===== src/rtl/gray_bcd_display_ctrl_pkg.sv =====
// Shared state type, seven-segment patterns and helper functions for the
// Gray-to-BCD display controller.
package gray_bcd_pkg;

    typedef enum logic [1:0] {
        IDLE,
        LOAD,
        SHIFT,
        DONE
    } state_e;

    // Widest Gray word gray2bin accepts; callers zero-extend narrower words.
    localparam int GRAY_MAX_W = 32;

    localparam logic [6:0] SEG_0     = 7'h40;
    localparam logic [6:0] SEG_1     = 7'h79;
    localparam logic [6:0] SEG_2     = 7'h24;
    localparam logic [6:0] SEG_3     = 7'h30;
    localparam logic [6:0] SEG_4     = 7'h19;
    localparam logic [6:0] SEG_5     = 7'h12;
    localparam logic [6:0] SEG_6     = 7'h02;
    localparam logic [6:0] SEG_7     = 7'h78;
    localparam logic [6:0] SEG_8     = 7'h00;
    localparam logic [6:0] SEG_9     = 7'h10;
    localparam logic [6:0] SEG_BLANK = 7'h7F;

    function automatic int bcdWidth(input int numDigits);
        return 4 * numDigits;
    endfunction

    function automatic int shiftCntWidth(input int dataW);
        return $clog2(dataW + 1);
    endfunction

    // Zero bits above the real input width leave the low result bits unchanged.
    function automatic logic [GRAY_MAX_W-1:0] gray2bin(input logic [GRAY_MAX_W-1:0] gray);
        logic [GRAY_MAX_W-1:0] bin;
        bin = '0;
        bin[GRAY_MAX_W-1] = gray[GRAY_MAX_W-1];
        for (int i = GRAY_MAX_W - 2; i >= 0; i--) begin
            bin[i] = bin[i+1] ^ gray[i];
        end
        return bin;
    endfunction

endpackage


===== src/rtl/gray_bcd_display_ctrl_seg7_encoder.sv =====
// Combinational BCD nibble to active-low {g,f,e,d,c,b,a} segment pattern;
// codes 10-15 and an asserted blank input both produce an unlit digit.
module seg7_encoder
    import gray_bcd_pkg::*;
(
    input  logic [3:0] digit_i,
    input  logic       blank_i,
    output logic [6:0] seg_n_o
);

    always_comb begin
        seg_n_o = SEG_BLANK;
        if (!blank_i) begin
            case (digit_i)
                4'd0:    seg_n_o = SEG_0;
                4'd1:    seg_n_o = SEG_1;
                4'd2:    seg_n_o = SEG_2;
                4'd3:    seg_n_o = SEG_3;
                4'd4:    seg_n_o = SEG_4;
                4'd5:    seg_n_o = SEG_5;
                4'd6:    seg_n_o = SEG_6;
                4'd7:    seg_n_o = SEG_7;
                4'd8:    seg_n_o = SEG_8;
                4'd9:    seg_n_o = SEG_9;
                default: seg_n_o = SEG_BLANK;
            endcase
        end
    end

endmodule


===== src/rtl/gray_bcd_display_ctrl.sv =====
// Samples a Gray-coded input on a slow tick, converts it to binary and BCD, and
// scans it onto multiplexed seven-segment digits. LEAD_ZERO_BLANK_EN blanks leading zeros.
module gray_bcd_display_ctrl
    import gray_bcd_pkg::*;
#(
    parameter int DATA_W     = 4,
    parameter int NUM_DIGITS = 2,
    parameter int SAMPLE_DIV = 25000000,
    parameter int SCAN_DIV   = 50000
) (
    input  logic                  clk,
    input  logic                  rst,
    input  logic [DATA_W-1:0]     data_in,
    output logic [DATA_W-1:0]     bin_out,
    output logic [6:0]            seg_n,
    output logic [NUM_DIGITS-1:0] an_n,
    output logic                  busy
);

    localparam int BCD_W    = bcdWidth(NUM_DIGITS);
    localparam int CNT_W    = shiftCntWidth(DATA_W);
    localparam int REG_W    = BCD_W + DATA_W;
    localparam int SAMPLE_W = $clog2(SAMPLE_DIV);
    localparam int SCAN_W   = (SCAN_DIV > 1) ? $clog2(SCAN_DIV) : 1;
    localparam int DIG_W    = (NUM_DIGITS > 1) ? $clog2(NUM_DIGITS) : 1;

    state_e                  state_q, state_d;
    logic [SAMPLE_W-1:0]     sampleCnt_q;
    logic                    sampleTick;
    logic [DATA_W-1:0]       gray_q;
    logic [DATA_W-1:0]       binOut_q;
    logic [DATA_W-1:0]       binNext;
    logic [GRAY_MAX_W-1:0]   binWide;
    logic                    unusedBinHi;
    logic [REG_W-1:0]        bcdShift_q;
    logic [REG_W-1:0]        dabbleAdj;
    logic [REG_W-1:0]        dabbleNext;
    logic [CNT_W-1:0]        shiftCnt_q;
    logic [BCD_W-1:0]        dispReg_q;
    logic [SCAN_W-1:0]       scanCnt_q;
    logic [DIG_W-1:0]        digitIdx_q;
    logic [3:0]              curNibble;
    logic                    curBlank;
    logic [6:0]              segPattern;
    logic [6:0]              segN_q;
    logic [NUM_DIGITS-1:0]   anN_q;

    assign sampleTick = (sampleCnt_q == SAMPLE_W'(SAMPLE_DIV - 1));

    always_ff @(posedge clk or negedge rst) begin
        if (!rst) begin
            sampleCnt_q <= '0;
        end else if (sampleTick) begin
            sampleCnt_q <= '0;
        end else begin
            sampleCnt_q <= sampleCnt_q + 1'b1;
        end
    end

    always_ff @(posedge clk or negedge rst) begin
        if (!rst) begin
            state_q <= IDLE;
        end else begin
            state_q <= state_d;
        end
    end

    // Ticks outside IDLE are ignored, so a running conversion is never restarted.
    always_comb begin
        state_d = state_q;
        case (state_q)
            IDLE:    if (sampleTick) state_d = LOAD;
            LOAD:    state_d = SHIFT;
            SHIFT:   if (shiftCnt_q == CNT_W'(DATA_W - 1)) state_d = DONE;
            DONE:    state_d = IDLE;
            default: state_d = IDLE;
        endcase
    end

    always_comb begin
        busy = 1'b0;
        if (state_q == SHIFT || state_q == DONE) begin
            busy = 1'b1;
        end
    end

    assign binWide     = gray2bin(GRAY_MAX_W'(gray_q));
    assign binNext     = binWide[DATA_W-1:0];
    assign unusedBinHi = ^binWide[GRAY_MAX_W-1:DATA_W];

    // Double-dabble step: correct every BCD nibble of 5 or more, then shift left.
    always_comb begin
        dabbleAdj = bcdShift_q;
        for (int d = 0; d < NUM_DIGITS; d++) begin
            if (dabbleAdj[DATA_W + 4*d +: 4] >= 4'd5) begin
                dabbleAdj[DATA_W + 4*d +: 4] = dabbleAdj[DATA_W + 4*d +: 4] + 4'd3;
            end
        end
    end

    assign dabbleNext = dabbleAdj << 1;

    always_ff @(posedge clk or negedge rst) begin
        if (!rst) begin
            gray_q     <= '0;
            binOut_q   <= '0;
            bcdShift_q <= '0;
            shiftCnt_q <= '0;
            dispReg_q  <= '0;
        end else begin
            case (state_q)
                IDLE: begin
                    if (sampleTick) gray_q <= data_in;
                end
                LOAD: begin
                    binOut_q   <= binNext;
                    bcdShift_q <= {{BCD_W{1'b0}}, binNext};
                    shiftCnt_q <= '0;
                end
                SHIFT: begin
                    bcdShift_q <= dabbleNext;
                    shiftCnt_q <= shiftCnt_q + 1'b1;
                end
                DONE: begin
                    dispReg_q <= bcdShift_q[REG_W-1:DATA_W];
                end
                default: ;
            endcase
        end
    end

    // Digit 0 is never blanked so that a value of zero still reads "0".
    always_comb begin
        curNibble = 4'd0;
        curBlank  = 1'b0;
        for (int i = 0; i < NUM_DIGITS; i++) begin
            if (digitIdx_q == DIG_W'(i)) begin
                curNibble = dispReg_q[4*i +: 4];
`ifdef LEAD_ZERO_BLANK_EN
                curBlank = (i != 0) && ((dispReg_q >> (4*i)) == '0);
`endif
            end
        end
    end

    seg7_encoder uEncoder (
        .digit_i (curNibble),
        .blank_i (curBlank),
        .seg_n_o (segPattern)
    );

    always_ff @(posedge clk or negedge rst) begin
        if (!rst) begin
            scanCnt_q  <= '0;
            digitIdx_q <= '0;
            segN_q     <= SEG_BLANK;
            anN_q      <= '1;
        end else begin
            segN_q <= segPattern;
            anN_q  <= ~(NUM_DIGITS'(1) << digitIdx_q);
            if (scanCnt_q == SCAN_W'(SCAN_DIV - 1)) begin
                scanCnt_q  <= '0;
                digitIdx_q <= (digitIdx_q == DIG_W'(NUM_DIGITS - 1)) ? '0 : digitIdx_q + 1'b1;
            end else begin
                scanCnt_q <= scanCnt_q + 1'b1;
            end
        end
    end

    assign bin_out = binOut_q;
    assign seg_n   = segN_q;
    assign an_n    = anN_q;

endmodule


===== config.mk =====
export PLATFORM = sky130hd
export DESIGN_NAME = gray_bcd_display_ctrl
export DESIGN_NICKNAME = d
export VERILOG_FILES = /design/src/rtl/gray_bcd_display_ctrl_pkg.sv /design/src/rtl/gray_bcd_display_ctrl_seg7_encoder.sv /design/src/rtl/gray_bcd_display_ctrl.sv
export SDC_FILE = /design/constraint.sdc
export NUM_CORES = 1
export LEC_CHECK = 0
export ABC_CLOCK_PERIOD_IN_PS = 2200
export BUFFER_PORTS_ARGS = -buffer_cell sky130_fd_sc_hd__buf_2
export CORE_MARGIN = 3
export CORE_UTILIZATION = 56
export CTS_CLUSTER_DIAMETER = 120
export CTS_CLUSTER_SIZE = 12
export DETAILED_ROUTE_END_ITERATION = 10
export PLACE_DENSITY = 0.75
export SLEW_MARGIN = 15
export SYNTH_ARGS = -nofsm -noshare
export SYNTH_HDL_FRONTEND = slang
export SYNTH_SLANG_ARGS = --single-unit

===== constraint.sdc =====
create_clock -name clk -period 2.2 [get_ports clk]
set_clock_uncertainty 0.15 [all_clocks]
set_input_delay 0.33 -clock clk [delete_from_list [all_inputs] [get_ports clk]]
set_output_delay 0.33 -clock clk [all_outputs]
set_load 0.02 [all_outputs]

==> reports/metrics.yaml, run 1 <==
drc: 0
grt_overflow: 0
worstPathArrival_ns: 1.65
rr_startpoint: "sampleCnt_q[15]"
synth_fp_nets: 381
p_comb_share_pct: 2.3
syn_inst: 357
grt_first_pass_wirelength_mm: 12.1
cts_buffers: 9
antenna_found_initial: 0
vias: 2628
clkSinkCount: 84
finalSetupViolations: 0
avgSynthCellArea_sq_um: 11.2
fin_nets: 410
drive_gt1_share_pct: 19.4
r2r_slack_ns: 0.17
vias_per_cell: 5.40
synth_warnings: 0
synthDistinctLibCells: 39
htreeDepth: 3
ant_nets: 0
drt_pass1_iterations: 4
diodes: 0
max_freq_mhz: 469
cpPeakStageDelay_ns: 0.43
cts.clk_slew.worst_paths_ns: 0.08
netlist_area_sq_um: 4010
critPathKind: "reg -> out"
core_sq_um: 6870
worst-path-buf-inv: 1
clockBufferDepth: 2
place_area_sq_um: 4250
crit_chain: "ha_1, or2_2, buf_2"
async_flop_share_pct: 100
seq_area_sq_um: 2110
die_area_sq_um: 8200
areaGrowthSynthToFinish_pct: 10.9
cp-end-kind: "primary output"
row_count: 30
synth_edf_count: 0
critPathSlowestCell: "dfrtp_1"
cp-start-kind: "flop"
dp_hpwl_mm: 4.79
numPortBuffers: 19
gp_congestion: 0.764
crit_end: "busy"
cp_top_family: "flip-flops"
status: "finished, final reports clean"
finalWirelength_mm: 6.76
final_area_sq_um: 4440
multi_input_area_sq_um: 1790
ir_drop_mv: 0.341
relSlewSlack_pct: 61.9
p_total_mw: 2.64
leakagePower_nw: 2.12
grt.total_usage_pct: 18.3
final_util_pct: 64.7
cp_num_cells: 3
grt_max_degree: 46
wl_per_cell_um: 13.9
cts_tree: "yes"
drt_iter0_drc: 124
r2r_cells: 5
power_frac_seq_pct: 58.8
fp.dieH_um: 90.6
seq_area_frac_synth_pct: 52.8
fin_crit_ns: 2.13
initial_core_util_pct: 58.3
p_sw_mw: 0.568
worstPathRequired_ns: 1.72
nFillCells: 536
die_x_um: 90.6
grt_pass1_vias: 2650
reg2reg_to: "state_q[1]"
rsz0062_at_grt: "no"
powerDensity_nw_per_um2: 594
p_sw_share_pct: 21.6
hold_violations: 0
slew_viol_final: 0
drv_cap: 0
period_share_pct: 97.0
holdCritPathClass: "in -> reg"
ioPinCount: 20
synth.ff_latch_count: 84
cts_root_buf: "clkbuf_8"
worst_slew_pin_slew_ns: 0.571
p_int_mw: 2.07
crit_start: "state_q[0]"
clkPwrFrac_pct: 38.9
clk_latency_ns: 0.35
ys.flop_type: "dfrtp_1"
finalSetupTns_ns: 0
worst-path-max-fanout: 9
==> logic make-up after synthesis <==
family / synth area share (%)
and+or+nand+nor: 16.7
muxes: 7.53
DFF: 52.8
adders and majority gates: 5.62
buffers and inverters: 2.75
AOI/OAI and AO/OA: 6.09
xor gates and xnor gates: 8.53
==> through the flow <==
stage | hold WS (ns) | worst slack, ns | cells
final | 0.0547 | 0.0663 | 487
after floorplan | -0.116 | 0.299 | 357
after detailed placement | 0.220 | 0.162 | 470
after global routing | 0.0496 | 0.0108 | 487
after CTS | 0.0377 | 0.0130 | 487
after global placement | 0.214 | 0.199 | 470
==> area by class of cell <==
type / instances / share of cell area [%]
tap: 96 / 2.70
sequential: 84 / 47.6
multi-input combinational: 246 / 40.2
timing repair buffer: 27 / 3.89
inverter: 18 / 1.52
clock buffer: 14 / 3.89
clock inverter: 2 / 0.225
==> state kept, by name (all words and copies together), names as in the netlist <==
register,count
dispReg_q,8
seg_n,7
digitIdx_q,1
bcdShift_q,12
scanCnt_q,16
an_n,2
gray_q,4
bin_out,4
sampleCnt_q,25
state_q,2
shiftCnt_q,3
==> how the worst min path moves through the flow <==
stage               startpoint             end  slack (ns)  cells after the start
floorplan                  rst   bcdShift_q[0]       -0.12                      0
global placement           rst  sampleCnt_q[5]        0.21                      1
detailed placement         rst  sampleCnt_q[5]        0.22                      1
CTS                 data_in[1]       gray_q[1]        0.04                      2
global route        data_in[2]       gray_q[2]        0.05                      2
finish              data_in[1]       gray_q[1]        0.05                      2
==> what timing repair did <==
item	in CTS	in global routing
gates resized for setup	0	2
endpoints found under the hold margin	34	0
hold buffers	1	0
buffers inserted	0	0
setup endpoints to repair	0	6
==> cell usage after synthesis, drive strengths merged, types with 10 or more instances <==
cell	number	area (sq um)
mux2	18	221
nand3	17	85.1
o21ai	12	60.1
xnor2	21	184
nor2	40	150
nand2	22	90.1
a21oi	14	70.1
nand4	10	68.8
ha	18	225
dfrtp	75	1880
xor2	18	158
inv	18	67.6
==> cell usage in the layout (no fill, tap or decap), types with 6 or more instances in the layout <==
cell type  count
inv_1         18
xnor2_1       21
mux2i_1        8
nand2_1       21
xor2_1        18
buf_4          7
a21oi_1       14
dfrtp_1       75
dfstp_2        9
nor2_1        40
mux2_2        13
nand3_1       17
buf_2         18
ha_1          17
and3_1         6
clkbuf_8      12
nand4_1        9
o21ai_0       12
==> power groups by stage <==
stage / Sequential, mW / Combinational [mW] / Clock, mW
floorplan: 1.58 / 0.0183 / 0
global placement: 1.58 / 0.0610 / 0
detailed placement: 1.58 / 0.0629 / 0
CTS: 1.55 / 0.0642 / 1.05
global route: 1.55 / 0.0709 / 1.12
finish: 1.55 / 0.0610 / 1.03
==> metal layers <==
layer  global-route usage [%]  routed length [um]  vias up
li1                         -                   -     1280
met5                        0                   0        -
met4                     9.18                 138        0
met1                     24.6                3270     1293
met3                     3.00                 172       13
met2                     28.9                3180       42
No activity file was read; power rests on OpenSTA's default activity.
==> run 2: changes to the inputs <==
--- a/config.mk
+++ b/config.mk
@@ -9,6 +9,7 @@
 export BUFFER_PORTS_ARGS = -buffer_cell sky130_fd_sc_hd__buf_2
 export CORE_MARGIN = 3
 export CORE_UTILIZATION = 56
+export CTS_BUF_LIST = sky130_fd_sc_hd__clkbuf_4 sky130_fd_sc_hd__clkbuf_8
 export CTS_CLUSTER_DIAMETER = 120
 export CTS_CLUSTER_SIZE = 12
 export DETAILED_ROUTE_END_ITERATION = 10
==> reports/metrics.yaml, run 2 (synthesized netlist as in run 1, its figures left out) <==
final_util_pct: 64.8  # +0.11 points
whs_ns: 0.0539  # -0.000835 ns
clkPwrFrac_pct: 39.4  # +0.5 points
areaGrowthSynthToFinish_pct: 11.1
ir_drop_mv: 0.340  # -0.38%
cts.clk_slew.worst_paths_ns: 0.08  # about the same
htreeDepth: 3  # unchanged
post-place-ws_ns: 0.162  # unchanged
rsz0062_at_grt: "no"
p_comb_share_pct: 2.3  # about the same
holdCritPathClass: "in -> reg"
antenna_found_initial: 0  # unchanged
worst-path-buf-inv: 1  # unchanged
power_frac_seq_pct: 58.3  # -0.5 points
clkSinkCount: 84  # unchanged
layout_commonest_cell: "dfrtp_1"
cts_tree: "yes"
clockBufferDepth: 2  # unchanged
p_total_mw: 2.66  # +0.84%
grt_first_pass_wirelength_mm: 12.1  # -0.17%
grt_pass1_vias: 2642  # -0.30%
drt_iter0_drc: 133  # +7.3%
critPathKind: "reg -> out"
post_cts_buffers: 0  # unchanged
powerDensity_nw_per_um2: 598  # +0.67%
cts_root_buf: "clkbuf_8"
fin_nets: 410  # unchanged
row_count: 30  # unchanged
cts_buffers: 9  # unchanged
vias_per_cell: 5.37  # -0.53%
finalSetupTns_ns: 0  # unchanged
ant_nets: 0  # unchanged
relSlewSlack_pct: 62.1  # +0.14 points
cp-start-kind: "flop"
finalWirelength_mm: 6.75  # -0.21%
wl_per_cell_um: 13.9  # -0.21%
gp_congestion: 0.764  # unchanged
p_sw_mw: 0.566  # -0.42%
critPathSlowestCell: "dfrtp_1"
period_share_pct: 97.0  # about the same
drive_gt1_share_pct: 19.9  # +0.51 points
worstPathRequired_ns: 1.72  # about the same
hold_violations: 0  # unchanged
worstPathArrival_ns: 1.65  # about the same
clk_latency_ns: 0.35  # about the same
slew_viol_final: 0  # unchanged
drt_pass1_iterations: 5  # +1
ioPinCount: 20  # unchanged
vias: 2614  # -0.53%
reg_top3: "sampleCnt_q: 25 flops, scanCnt_q: 16 flops, bcdShift_q: 12 flops"
worst_slew_pin_slew_ns: 0.569  # -0.00210 ns
status: "finished, final reports clean"
p_int_mw: 2.09  # +1.2%
fin_crit_ns: 2.13  # +0.000536 ns
crit_chain: "ha_1, or2_2, buf_2"
largest_register_ffs: 25  # unchanged
worst-path-max-fanout: 9  # unchanged
regMostFlops: "sampleCnt_q"
grt_max_degree: 46  # unchanged
die_x_um: 90.6  # unchanged
leakagePower_nw: 2.13  # +0.32%
numPortBuffers: 19  # unchanged
grt.total_usage_pct: 18.3  # about the same
max_freq_mhz: 469  # about the same
fp.dieH_um: 90.6  # unchanged
die_area_sq_um: 8200  # unchanged
cp_top_family: "flip-flops"
dp_hpwl_mm: 4.79  # unchanged
finalSetupViolations: 0  # unchanged
cp-end-kind: "primary output"
cpPeakStageDelay_ns: 0.43  # about the same
drc: 0  # unchanged
diodes: 0  # unchanged
setup_ws_ns: 0.0657  # -0.000536 ns
initial_core_util_pct: 58.3  # unchanged
core_sq_um: 6870  # unchanged
grt_overflow: 0  # unchanged
p_sw_share_pct: 21.3  # -0.27 points
final_cell_mix: "dfrtp_1 (75), nor2_1 (40), nand2_1 (21), xnor2_1 (21)"
drv_cap: 0  # unchanged
==> run 2: timing repair <==
item | CTS | global route
hold endpoints to repair | 34 | 0
setup endpoints to repair | 0 | 6
resized for setup | 0 | 2
hold buffers | 1 | 0
==> run 2: final timing paths <==
kind	cells past startpoint	from	slack [ns]	end
worst max-delay path	3	state_q[0]	0.07	busy
worst min-delay path	2	data_in[1]	0.05	gray_q[1]
worst max register to register	5	sampleCnt_q[15]	0.18	state_q[1]
worst min register to register	1	shiftCnt_q[0]	0.33	shiftCnt_q[0]
max in group asynchronous	3	rst	0.95	shiftCnt_q[0]
min in group asynchronous	2	rst	0.37	sampleCnt_q[5]
==> run 2: area by class of cell <==
type,instances,area [sq um]
clock buffer,14,180
clock inverter,2,10.0
fill,532,2420
inverter,18,67.6
multi-input combinational,246,1790
sequential,84,2110
tap,96,120
timing repair buffer,27,173
==> run 2: layer usage <==
metal	part of all wire, %	routed length [um]	GRT usage [%]	vias to the layer above
met1	48	3260	24.7	1280
met4	2.2	148	9.18	0
li1	-	-	-	1282
met2	47	3140	28.7	38
met3	2.9	193	3.00	14
met5	0	0	0	-
==> run 2: through the flow <==
step                area, sq um  std cells
global route               4450        487
detailed placement         4250        470
CTS                        4450        487
finish                     4450        487
floorplan                  4010        357
global placement           4250        470
==> run 2: power groups by stage <==
stage	Clock, mW	Combinational (mW)	Sequential [mW]
detailed placement	0	0.0629	1.58
global placement	0	0.0610	1.58
floorplan	0	0.0183	1.58
CTS	1.08	0.0642	1.55
global route	1.14	0.0709	1.55
finish	1.05	0.0609	1.55
==> run 3: changes to the inputs <==
--- a/config.mk
+++ b/config.mk
@@ -7,7 +7,7 @@
 export LEC_CHECK = 0
 export ABC_CLOCK_PERIOD_IN_PS = 2200
 export BUFFER_PORTS_ARGS = -buffer_cell sky130_fd_sc_hd__buf_2
-export CORE_MARGIN = 3
+export CORE_ASPECT_RATIO = 1.2
 export CORE_UTILIZATION = 56
 export CTS_BUF_LIST = sky130_fd_sc_hd__clkbuf_4 sky130_fd_sc_hd__clkbuf_8
 export CTS_CLUSTER_DIAMETER = 120
==> reports/metrics.yaml, run 3 (synthesized netlist as in run 1, its figures left out) <==
clk_latency_ns: 0.35  # about the same
relSlewSlack_pct: 57.1  # -5.0 points
r2r_cells: 5  # unchanged
whs_ns: 0.0554  # +0.00153 ns
htreeDepth: 3  # unchanged
fin_crit_ns: 2.04  # -0.0943 ns
r2r_slack_ns: 0.16  # -0.02 ns
largest_register_ffs: 25  # unchanged
rr_startpoint: "sampleCnt_q[15]"
fp.dieH_um: 94.6  # +4.5%
ant_nets: 0  # unchanged
hold_violations: 0  # unchanged
cpPeakStageDelay_ns: 0.44  # about the same
grt_pass1_vias: 2657  # +0.57%
cts.clk_slew.worst_paths_ns: 0.08  # about the same
place_area_sq_um: 4230  # -0.27%
cp-end-kind: "flop"
finalSetupViolations: 0  # unchanged
hold_depth: 2  # unchanged
cp_top_family: "simple AND/OR/NAND/NOR gates"
die_x_um: 79.2  # -13%
ir_drop_mv: 0.503  # +48%
critPathKind: "reg -> reg"
reg_top3: "sampleCnt_q: 25 flops, scanCnt_q: 16 flops, bcdShift_q: 12 flops"
reg2reg_to: "state_q[1]"
drt_pass1_iterations: 4  # -1
clkSinkCount: 84  # unchanged
fin_nets: 410  # unchanged
regMostFlops: "sampleCnt_q"
worstPathArrival_ns: 2.13  # +0.48 ns
numPortBuffers: 19  # unchanged
wl_per_cell_um: 14.1  # +1.7%
worstPathRequired_ns: 2.29  # +0.57 ns
p_total_mw: 2.84  # +6.7%
antenna_found_initial: 0  # unchanged
ioPinCount: 20  # unchanged
final_area_sq_um: 4480  # +0.65%
slew_viol_final: 0  # unchanged
grt_max_degree: 51  # +11%
status: "finished, final reports clean"
holdCritPathClass: "in -> reg"
diodes: 0  # unchanged
worst_slew_pin_slew_ns: 0.644  # +0.0748 ns
vias_per_cell: 5.49  # +2.2%
cp-start-kind: "flop"
final_util_pct: 64.9  # +0.17 points
whs_endpoint: "gray_q[3]"
final_cell_mix: "dfrtp_1 (75), nor2_1 (40), nand2_1 (21), xnor2_1 (21)"
crit_chain: "nor4b_1, and4_1, and4_2, a2bb2oi_4, mux2_4"
drt_iter0_drc: 121  # -9.0%
finalSetupTns_ns: 0  # unchanged
drv_cap: 0  # unchanged
layout_commonest_cell: "dfrtp_1"
vias: 2622  # +0.31%
powerDensity_nw_per_um2: 634  # +6.0%
cts_root_buf: "clkbuf_8"
leakagePower_nw: 2.14  # +0.31%
grt_overflow: 0  # unchanged
worst-path-max-fanout: 5  # -4
gp_congestion: 0.809  # +5.9%
period_share_pct: 92.7  # -4.3 points
drive_gt1_share_pct: 19.9  # unchanged
max_freq_mhz: 490  # +4.6%
worstHoldStart: "data_in[3]"
finalWirelength_mm: 6.73  # -0.16%
drc: 0  # unchanged
areaGrowthSynthToFinish_pct: 11.8
grt_first_pass_wirelength_mm: 12.0  # -0.63%
row_count: 33  # +10%
worst-path-buf-inv: 0  # -1
clockBufferDepth: 2  # unchanged
cts_tree: "yes"
post_cts_buffers: 0  # unchanged
critPathSlowestCell: "dfrtp_1"
cts_buffers: 9  # unchanged
grt.total_usage_pct: 21.2  # +2.9 points
die_area_sq_um: 7500  # -8.6%
dp_hpwl_mm: 4.72  # -1.4%
rsz0062_at_grt: "no"
core_sq_um: 6900  # +0.38%
initial_core_util_pct: 58.1  # -0.22 points
==> run 3: area by class of cell <==
type                       instances  area (sq um)
fill                             554          2420
tap                               87           109
timing repair buffer              27           173
sequential                        84          2110
multi-input combinational        246          1790
clock inverter                     5          85.1
inverter                          18          67.6
clock buffer                      11           145
==> run 3: how the worst max path moves through the flow <==
stage	startpoint	endpoint	slack (ns)	cells after the start
2_1_floorplan	sampleCnt_q[15]	state_q[1]	0.30	6
3_3_place_gp	sampleCnt_q[15]	state_q[1]	0.18	5
3_5_place_dp	sampleCnt_q[15]	state_q[1]	0.13	5
4_1_cts	state_q[0]	busy	0.04	3
5_1_grt	sampleCnt_q[6]	sampleCnt_q[22]	0.06	6
6_report	sampleCnt_q[15]	state_q[1]	0.16	5
==> run 3: power breakdown <==
| part | switching, mW | internal, mW |
|---|---|---|
| clock | 0.539 | 0.687 |
| sequential | 0.00336 | 1.55 |
| combinational | 0.0406 | 0.0203 |
==> run 3: per-stage QoR <==
step | setup WS (ns) | std cells
CTS | 0.0388 | 478
finish | 0.160 | 478
detailed placement | 0.126 | 461
global placement | 0.179 | 461
floorplan | 0.299 | 357
global route | 0.0586 | 478
==> run 3: what timing repair did <==
| action | 4_1_cts | 5_1_grt |
|---|---|---|
| endpoints found under the hold margin | 39 | 0 |
| hold buffers | 1 | 0 |
| endpoints found under the setup margin | 0 | 3 |
| resized for setup | 0 | 2 |
==> run 3: layer usage <==
metal | vias up | routed length [um] | track usage, % | part of all wire (%)
met5 | - | 0 | 0 | 0
met4 | 0 | 140 | 10.2 | 2.1
li1 | 1279 | - | - | -
met2 | 26 | 3250 | 34.3 | 48
met3 | 14 | 148 | 4.73 | 2.2
met1 | 1303 | 3200 | 27.1 | 47
==> run 3: worst reg2reg max path: cells and delay by family (launching register included) <==
kind / cells / cell delay, ns
compound gates: 1 / 0.18
flops: 1 / 0.44
mux: 1 / 0.31
simple gates: 3 / 0.86
